==> src/rtl/decode_pkg.sv <==
// Shared decode definitions for the multi-issue decode queue.
// Holds the opcode and func codes, the ALU control encoding, the packed
// control word ctrl_t and its width CTRL_W.
// Optional macro MULDIV_DEC_EN adds muldiv/hiloread below userd2 (CTRL_W 18 -> 20).
package decode_pkg;

  // Primary opcodes
  localparam logic [5:0] OP_RTYPE = 6'h00;
  localparam logic [5:0] OP_J     = 6'h02;
  localparam logic [5:0] OP_JAL   = 6'h03;
  localparam logic [5:0] OP_BEQ   = 6'h04;
  localparam logic [5:0] OP_BNE   = 6'h05;
  localparam logic [5:0] OP_ADDI  = 6'h08;
  localparam logic [5:0] OP_ADDIU = 6'h09;
  localparam logic [5:0] OP_SLTI  = 6'h0A;
  localparam logic [5:0] OP_ANDI  = 6'h0C;
  localparam logic [5:0] OP_ORI   = 6'h0D;
  localparam logic [5:0] OP_LW    = 6'h23;
  localparam logic [5:0] OP_SW    = 6'h2B;

  // R-type func codes
  localparam logic [5:0] FN_SLL  = 6'h00;
  localparam logic [5:0] FN_SRL  = 6'h02;
  localparam logic [5:0] FN_SRA  = 6'h03;
  localparam logic [5:0] FN_JR   = 6'h08;
  localparam logic [5:0] FN_ADD  = 6'h20;
  localparam logic [5:0] FN_ADDU = 6'h21;
  localparam logic [5:0] FN_SUB  = 6'h22;
  localparam logic [5:0] FN_SUBU = 6'h23;
  localparam logic [5:0] FN_AND  = 6'h24;
  localparam logic [5:0] FN_OR   = 6'h25;
  localparam logic [5:0] FN_SLT  = 6'h2A;
`ifdef MULDIV_DEC_EN
  localparam logic [5:0] FN_MFHI  = 6'h10;
  localparam logic [5:0] FN_MFLO  = 6'h12;
  localparam logic [5:0] FN_MULT  = 6'h18;
  localparam logic [5:0] FN_MULTU = 6'h19;
  localparam logic [5:0] FN_DIV   = 6'h1A;
  localparam logic [5:0] FN_DIVU  = 6'h1B;
`endif

  typedef enum logic [2:0] {
    ALU_AND = 3'b000,
    ALU_OR  = 3'b001,
    ALU_ADD = 3'b010,
    ALU_SLL = 3'b011,
    ALU_SRL = 3'b100,
    ALU_SRA = 3'b101,
    ALU_SUB = 3'b110,
    ALU_SLT = 3'b111
  } alu_e;

  // Control word, MSB first
  typedef struct packed {
    logic illegal;
    logic memtoreg;
    logic memwrite;
    logic bitshift;
    logic alusrc;
    logic regdst;
    logic regwrite;
    logic jump;
    logic jumpreg;
    logic jumplink;
    alu_e alucontrol;
    logic branchbeq;
    logic branchneq;
    logic userd1;
    logic userd2;
`ifdef MULDIV_DEC_EN
    logic muldiv;
    logic hiloread;
`endif
    logic reserved;
  } ctrl_t;

  localparam int unsigned CTRL_W = $bits(ctrl_t);

endpackage

==> src/rtl/slot_decoder.sv <==
// Combinational decode of one MIPS instruction into a ctrl_t control word.
// Ports: valid_i (slot valid), instr_i (raw instruction), ctrl_o (control word).
// An invalid slot yields all zeros; an unknown opcode/func yields only illegal.
// Macro MULDIV_DEC_EN enables mult/div/mfhi/mflo decode.
module slot_decoder
  import decode_pkg::*;
(
  input  logic        valid_i,
  input  logic [31:0] instr_i,
  output ctrl_t       ctrl_o
);

  logic [5:0] op;
  logic [5:0] fn;
  logic       unused_fields;

  assign op            = instr_i[31:26];
  assign fn            = instr_i[5:0];
  assign unused_fields = ^instr_i[25:6];

  // Decode; userd1/userd2 flag reads of rs/rt
  always_comb begin
    ctrl_t c;
    logic  bad;
    c   = '0;
    bad = 1'b0;
    if (valid_i) begin
      case (op)
        OP_RTYPE: begin
          c.regdst   = 1'b1;
          c.regwrite = 1'b1;
          c.userd1   = 1'b1;
          c.userd2   = 1'b1;
          case (fn)
            FN_SLL: begin c.bitshift = 1'b1; c.userd1 = 1'b0; c.alucontrol = ALU_SLL; end
            FN_SRL: begin c.bitshift = 1'b1; c.userd1 = 1'b0; c.alucontrol = ALU_SRL; end
            FN_SRA: begin c.bitshift = 1'b1; c.userd1 = 1'b0; c.alucontrol = ALU_SRA; end
            FN_JR: begin
              c.regdst   = 1'b0;
              c.regwrite = 1'b0;
              c.userd2   = 1'b0;
              c.jumpreg  = 1'b1;
            end
            FN_ADD, FN_ADDU: c.alucontrol = ALU_ADD;
            FN_SUB, FN_SUBU: c.alucontrol = ALU_SUB;
            FN_AND:          c.alucontrol = ALU_AND;
            FN_OR:           c.alucontrol = ALU_OR;
            FN_SLT:          c.alucontrol = ALU_SLT;
`ifdef MULDIV_DEC_EN
            FN_MULT, FN_MULTU, FN_DIV, FN_DIVU: begin
              c.regdst   = 1'b0;
              c.regwrite = 1'b0;
              c.muldiv   = 1'b1;
            end
            FN_MFHI, FN_MFLO: begin
              c.userd1   = 1'b0;
              c.userd2   = 1'b0;
              c.hiloread = 1'b1;
            end
`endif
            default: bad = 1'b1;
          endcase
        end
        OP_LW: begin
          c.memtoreg = 1'b1; c.alusrc = 1'b1; c.regwrite = 1'b1;
          c.alucontrol = ALU_ADD; c.userd1 = 1'b1;
        end
        OP_SW: begin
          c.memwrite = 1'b1; c.alusrc = 1'b1; c.alucontrol = ALU_ADD;
          c.userd1 = 1'b1; c.userd2 = 1'b1;
        end
        OP_BEQ: begin
          c.branchbeq = 1'b1; c.alucontrol = ALU_SUB; c.userd1 = 1'b1; c.userd2 = 1'b1;
        end
        OP_BNE: begin
          c.branchneq = 1'b1; c.alucontrol = ALU_SUB; c.userd1 = 1'b1; c.userd2 = 1'b1;
        end
        OP_ADDI, OP_ADDIU: begin
          c.alusrc = 1'b1; c.regwrite = 1'b1; c.alucontrol = ALU_ADD; c.userd1 = 1'b1;
        end
        OP_SLTI: begin
          c.alusrc = 1'b1; c.regwrite = 1'b1; c.alucontrol = ALU_SLT; c.userd1 = 1'b1;
        end
        OP_ANDI: begin
          c.alusrc = 1'b1; c.regwrite = 1'b1; c.alucontrol = ALU_AND; c.userd1 = 1'b1;
        end
        OP_ORI: begin
          c.alusrc = 1'b1; c.regwrite = 1'b1; c.alucontrol = ALU_OR; c.userd1 = 1'b1;
        end
        OP_J:   c.jump = 1'b1;
        OP_JAL: begin c.jump = 1'b1; c.jumplink = 1'b1; c.regwrite = 1'b1; end
        default: bad = 1'b1;
      endcase
    end
    // jump covers both direct jumps and jr
    c.jump = c.jump | c.jumpreg;
    if (bad) begin
      c         = '0;
      c.illegal = 1'b1;
    end
    ctrl_o = c;
  end

endmodule

==> src/rtl/multi_issue_decode_queue.sv <==
// In-order queue of decoded instruction bundles for the superscalar front end.
// Ports: clk, reset (async, active-high), flush (sync clear);
//   in_valid/in_ready/in_slot_valid/in_instr  - bundle enqueue, decoded on entry;
//   out_valid/out_ready/out_slot_valid/out_instr/out_ctrl - head bundle to issue;
//   count - occupied entries.
// Macro MULDIV_DEC_EN widens out_ctrl slots to 20 bits with mult/div decode.
module multi_issue_decode_queue
  import decode_pkg::*;
#(
  parameter int unsigned WIDTH = 2,
  parameter int unsigned DEPTH = 4,
  parameter int unsigned IW    = 32
) (
  input  logic                          clk,
  input  logic                          reset,
  input  logic                          flush,
  input  logic                          in_valid,
  output logic                          in_ready,
  input  logic [WIDTH-1:0]              in_slot_valid,
  input  logic [WIDTH*IW-1:0]           in_instr,
  output logic                          out_valid,
  input  logic                          out_ready,
  output logic [WIDTH-1:0]              out_slot_valid,
  output logic [WIDTH*IW-1:0]           out_instr,
  output logic [WIDTH*CTRL_W-1:0]       out_ctrl,
  output logic [$clog2(DEPTH+1)-1:0]    count
);

  localparam int unsigned PW = $clog2(DEPTH);
  localparam int unsigned CW = $clog2(DEPTH+1);

  logic [WIDTH-1:0]        sv_q   [DEPTH];
  logic [WIDTH*IW-1:0]     instr_q[DEPTH];
  logic [WIDTH*CTRL_W-1:0] ctrl_q [DEPTH];

  logic [PW-1:0] wr_ptr_q, wr_ptr_d, rd_ptr_q, rd_ptr_d;
  logic [CW-1:0] count_q, count_d;
  logic [WIDTH*CTRL_W-1:0] dec_ctrl;
  logic push, pop;

  // One decoder per slot
  for (genvar i = 0; i < WIDTH; i++) begin : g_dec
    slot_decoder u_dec (
      .valid_i (in_slot_valid[i]),
      .instr_i (in_instr[i*IW +: 32]),
      .ctrl_o  (dec_ctrl[i*CTRL_W +: CTRL_W])
    );
  end

  assign in_ready  = (count_q < CW'(DEPTH)) && !flush;
  assign out_valid = (count_q != '0);
  assign push      = in_valid && in_ready;
  assign pop       = out_valid && out_ready;

  // Pointer and occupancy next-state; flush wins over push/pop
  always_comb begin
    wr_ptr_d = wr_ptr_q;
    rd_ptr_d = rd_ptr_q;
    count_d  = count_q;
    if (flush) begin
      wr_ptr_d = '0;
      rd_ptr_d = '0;
      count_d  = '0;
    end else begin
      if (push) wr_ptr_d = wr_ptr_q + PW'(1);
      if (pop)  rd_ptr_d = rd_ptr_q + PW'(1);
      if (push && !pop)      count_d = count_q + CW'(1);
      else if (pop && !push) count_d = count_q - CW'(1);
    end
  end

  always_ff @(posedge clk or posedge reset) begin
    if (reset) begin
      wr_ptr_q <= '0;
      rd_ptr_q <= '0;
      count_q  <= '0;
    end else begin
      wr_ptr_q <= wr_ptr_d;
      rd_ptr_q <= rd_ptr_d;
      count_q  <= count_d;
    end
  end

  // Payload storage; contents are only observable through a valid head
  always_ff @(posedge clk) begin
    if (push) begin
      sv_q[wr_ptr_q]    <= in_slot_valid;
      instr_q[wr_ptr_q] <= in_instr;
      ctrl_q[wr_ptr_q]  <= dec_ctrl;
    end
  end

  assign out_slot_valid = out_valid ? sv_q[rd_ptr_q]    : '0;
  assign out_instr      = out_valid ? instr_q[rd_ptr_q] : '0;
  assign out_ctrl       = out_valid ? ctrl_q[rd_ptr_q]  : '0;
  assign count          = count_q;

endmodule

==> config.mk <==
export PLATFORM = sky130hd
export DESIGN_NAME = multi_issue_decode_queue
export DESIGN_NICKNAME = d
export VERILOG_FILES = /design/src/rtl/decode_pkg.sv /design/src/rtl/slot_decoder.sv /design/src/rtl/multi_issue_decode_queue.sv
export SDC_FILE = /design/constraint.sdc
export NUM_CORES = 1
export LEC_CHECK = 0
export ABC_AREA = 0
export CAP_MARGIN = 20
export CELL_PAD_IN_SITES_DETAIL_PLACEMENT = 1
export CELL_PAD_IN_SITES_GLOBAL_PLACEMENT = 2
export CORE_MARGIN = 4
export CORE_UTILIZATION = 48
export CTS_BUF_LIST = sky130_fd_sc_hd__clkbuf_8
export DETAILED_ROUTE_END_ITERATION = 10
export GPL_TIMING_DRIVEN = 0
export PLACE_DENSITY_LB_ADDON = 0.1
export SLEW_MARGIN = 20
export SYNTH_ARGS = -nofsm -noshare
export SYNTH_HDL_FRONTEND = slang
export SYNTH_SLANG_ARGS = --single-unit
==> constraint.sdc <==
create_clock -name clk -period 8.4 [get_ports clk]
set_input_delay 1.68 -clock clk [delete_from_list [all_inputs] [get_ports clk]]
set_output_delay 1.68 -clock clk [all_outputs]
set_load 0.01 [all_outputs]
==> flow_metrics.env <==
export IMPL_synthesis_yosys_warnings=0
export IMPL_setup_tns_final_ns=0
export IMPL_grt_first_pass_wirelength_mm=59.39
export IMPL_worst_slew_margin_rel_pct=36.23
export IMPL_setup_violations=0
export IMPL_power_combinational_fraction_pct=33.6
export IMPL_timing_hold_ws_ns=0.6095
export IMPL_floorplan_initialDensity_pct=48.65
export IMPL_layout_overhead_on_the_synthesized_area_pct=22.16
export IMPL_cp_data_required_time_ns=6.72
export IMPL_row_count=68
export IMPL_slowest_delay_ns=0.70
export IMPL_timing_critical_path_slowest_stage_cell="sky130_fd_sc_hd__clkbuf_1"
export IMPL_p_int_w=0.004262
export IMPL_grt_max_degree=47
export IMPL_timing_critical_path_arrival_ns=3.28
export IMPL_ys_flop_type="sky130_fd_sc_hd__edfxtp_1"
export IMPL_synth_compound_area_share_pct=2.911
export IMPL_maxCapViolCount=0
export IMPL_main_area_contributors_after_synthesis="sky130_fd_sc_hd__edfxtp_1, sky130_fd_sc_hd__mux4_2, sky130_fd_sc_hd__and2_1, sky130_fd_sc_hd__dfrtp_1, sky130_fd_sc_hd__nor2_1"
export IMPL_layout_cells_most_common_list="sky130_fd_sc_hd__edfxtp_1, sky130_fd_sc_hd__clkdlybuf4s50_1, sky130_fd_sc_hd__and2_1"
export IMPL_power_density_cell_area_nw_per_um2=291.9
export IMPL_tritoncts="yes"
export IMPL_synth_edf_count=400
export IMPL_cts_buffers_inserted=69
export IMPL_yosys_area_top_type="sky130_fd_sc_hd__edfxtp_1"
export IMPL_critPathCaptureType="output pin"
export IMPL_ys_types=58
export IMPL_cp_cell_instances="or3_1 -> clkbuf_1 -> clkbuf_1 -> and2_1 -> clkdlybuf4s50_1"
export IMPL_timing_final_crit_period_ns=4.960
export IMPL_timing_worst_setup_path_type="reg2out"
export IMPL_synthCells=903
export IMPL_syn_mean_instance_area_um2=18.56
export IMPL_yosys_register_bits=407
export IMPL_final_antenna_violating_net_count=0
export IMPL_clk_lat_worst_skew_ns=0.59
export IMPL_seqPwrFrac_pct=40.5
export IMPL_critPathMaxFanout=10
export IMPL_cts_root_buf="sky130_fd_sc_hd__clkbuf_8"
export IMPL_detail_route_iter0_violations=593
export IMPL_layout_commonest_cell="sky130_fd_sc_hd__edfxtp_1"
export IMPL_final_layout_size_suffix_gt1_share_pct=18.22
export IMPL_numClockSinks=407
export IMPL_synthArstFlopShare_pct=1.720
export IMPL_met2_usage_pct=33.38
export IMPL_dpl_hpwl_mm=24.90
export IMPL_clock_skew_ns=0.02189
export IMPL_cts_max_path_buffers=3
export IMPL_io_buffers=174
export IMPL_drt_pre_antenna_iters=5
export IMPL_dr_drc_count=0
export IMPL_grt_usage_pct=20.26
export IMPL_outcome="completed"
export IMPL_fp_dieH_um=194.9
export IMPL_critical_path_startpoint_type="register"
export IMPL_grt_most_used_layer="met2"
export IMPL_simple_logic_cell_fraction_of_the_synthesized_area_pct=8.068
export IMPL_route_final_wire_length_mm=38.02
export IMPL_max_slew_worst_pin_slew_ns=0.9566
export IMPL_slew_violations=0
export IMPL_period_share_pct=59.05
export IMPL_power_switching_share_pct=28.69
export IMPL_post_synth_instance_area_um2=16760
export IMPL_detail_route_wl_per_cell_um=22.94
export IMPL_post_drt_via_cell_ratio=5.491
export IMPL_htree_levels=3
export IMPL_main_combinational_cell_family_by_area_after_synthesis="multiplexers"
export IMPL_fp_coreArea_um2=34460
export IMPL_finalNetCount=1233
export IMPL_critical_path_top_cell_by_count="sky130_fd_sc_hd__clkbuf_1"
export IMPL_place_gp_congestion=0.7931
export IMPL_power_switching_w=0.001715
export IMPL_yosys_area_share_adder_pct=0.4180
export IMPL_grtUsageMet1_pct=28.05
export IMPL_synthMuxAreaShare_pct=13.55
export IMPL_clock_power_share_pct=25.9
export IMPL_design_die_area_um2=37980
export IMPL_antenna_found_initial=1
export IMPL_leakage_nw=6.425
export IMPL_synth_seq_area_share_pct=72.70
export IMPL_first_global_vias=10020
export IMPL_post_cts_resize_count=0
export IMPL_post_cts_setup_buffers=0
export IMPL_grt_setup_unrepaired="false"
export IMPL_antenna_cells_inserted=0
export IMPL_die_extent_in_x_um=194.9
export IMPL_dr_total_vias=9099
export IMPL_globalRouteMet3Util_pct=4.160
export IMPL_io_pin_count=178
export IMPL_clkTransAtPathRegs_ns=0.06
export IMPL_ctsHoldBuffers=0
export IMPL_synth_top_area_share_pct=71.65
export IMPL_grt_overflow=0
export IMPL_hold_violations=0
export IMPL_irDropWorstVdd_mv=0.1829
export IMPL_fmaxAchievable_mhz=201.6
export IMPL_synthXorXnorAreaFrac_pct=0.4702
export IMPL_hold_class="reg2reg"
[registers in the layout, summed over array words and instances, names as in the netlist]
name      count
wr_ptr_q      2
sv_q          8
instr_q     256
ctrl_q      136
count         3
rd_ptr_q      2
[through the flow]
step                cells  setup slack, ns  power, W  utilization [%]  area (um^2)
global route         1657            3.257  0.006309            59.43        20480
CTS                  1657            3.346  0.006087            59.43        20480
global placement     1533           0.6361  0.004497            55.37        19080
floorplan             904            3.274  0.003526                -        16770
finish               1657            3.440  0.005977            59.43        20480
detailed placement   1541            3.938  0.004515            55.99        19290
[worst max-delay path: cells and delay by family (launching register included)]
family,cells,cell delay [ns]
buffers and inverters,3,1.76
and+or+nand+nor,2,0.49
DFF,1,0.46
[power by group through the flow]
stage               Combinational, W  Clock [W]  Sequential (W)
detailed placement           0.00205          0         0.00246
global route                 0.00217    0.00171         0.00243
floorplan                    0.00106          0         0.00246
CTS                          0.00206    0.00160         0.00242
global placement             0.00201          0         0.00248
finish                       0.00201    0.00155         0.00242
[Yosys cell counts, types with 8 or more instances]
cell,instances
sky130_fd_sc_hd__inv_1,18
sky130_fd_sc_hd__a21oi_1,26
sky130_fd_sc_hd__nand3_1,9
sky130_fd_sc_hd__buf_2,12
sky130_fd_sc_hd__clkbuf_1,34
sky130_fd_sc_hd__buf_1,8
sky130_fd_sc_hd__and2_1,105
sky130_fd_sc_hd__nor2b_1,9
sky130_fd_sc_hd__edfxtp_1,400
sky130_fd_sc_hd__mux4_2,100
sky130_fd_sc_hd__nand2_1,11
sky130_fd_sc_hd__nor3_1,12
sky130_fd_sc_hd__o22ai_1,10
sky130_fd_sc_hd__nand2b_1,9
sky130_fd_sc_hd__nor2_1,40
sky130_fd_sc_hd__o21ai_0,10
[final cells by class]
cell class              instances  area (um^2)
repair buffers                182         1947
multi-input cells             422         4279
inverters                      18        67.56
clock inverters                45        207.7
well taps                     455        569.3
clock buffers                  71        977.2
fillers                      3099        13980
plain buffers                  57        244.0
flip-flops and latches        407        12190
[metal layers]
layer	part of all wire (%)	up-vias
met3	5.0	45
met4	1.4	2
met1	44	4717
li1	-	4101
met5	0.034	-
met2	50	234
[kinds of logic after synthesis]
kind of cell | Yosys count
DFF | 407
and+or+nand+nor | 228
other | 1
muxes | 102
buffers and inverters | 75
AOI/OAI and AO/OA | 76
xor gates and xnor gates | 9
adders and majority gates | 5
[path summary, 6_finish.rpt]
kind | start | endpoint | slack (ns) | cells after the start
min | count[1] | count[1] | 0.61 | 2
max reg2reg | count[2] | instr_q[3][22] | 5.74 | 6
max | count[2] | out_ctrl[15] | 3.44 | 5
min reg2reg | count[1] | count[1] | 0.61 | 2
max in group asynchronous | reset | wr_ptr_q[1] | 6.81 | 2
min in group asynchronous | reset | count[2] | 1.36 | 2
Power figures use the tool's default switching activity.
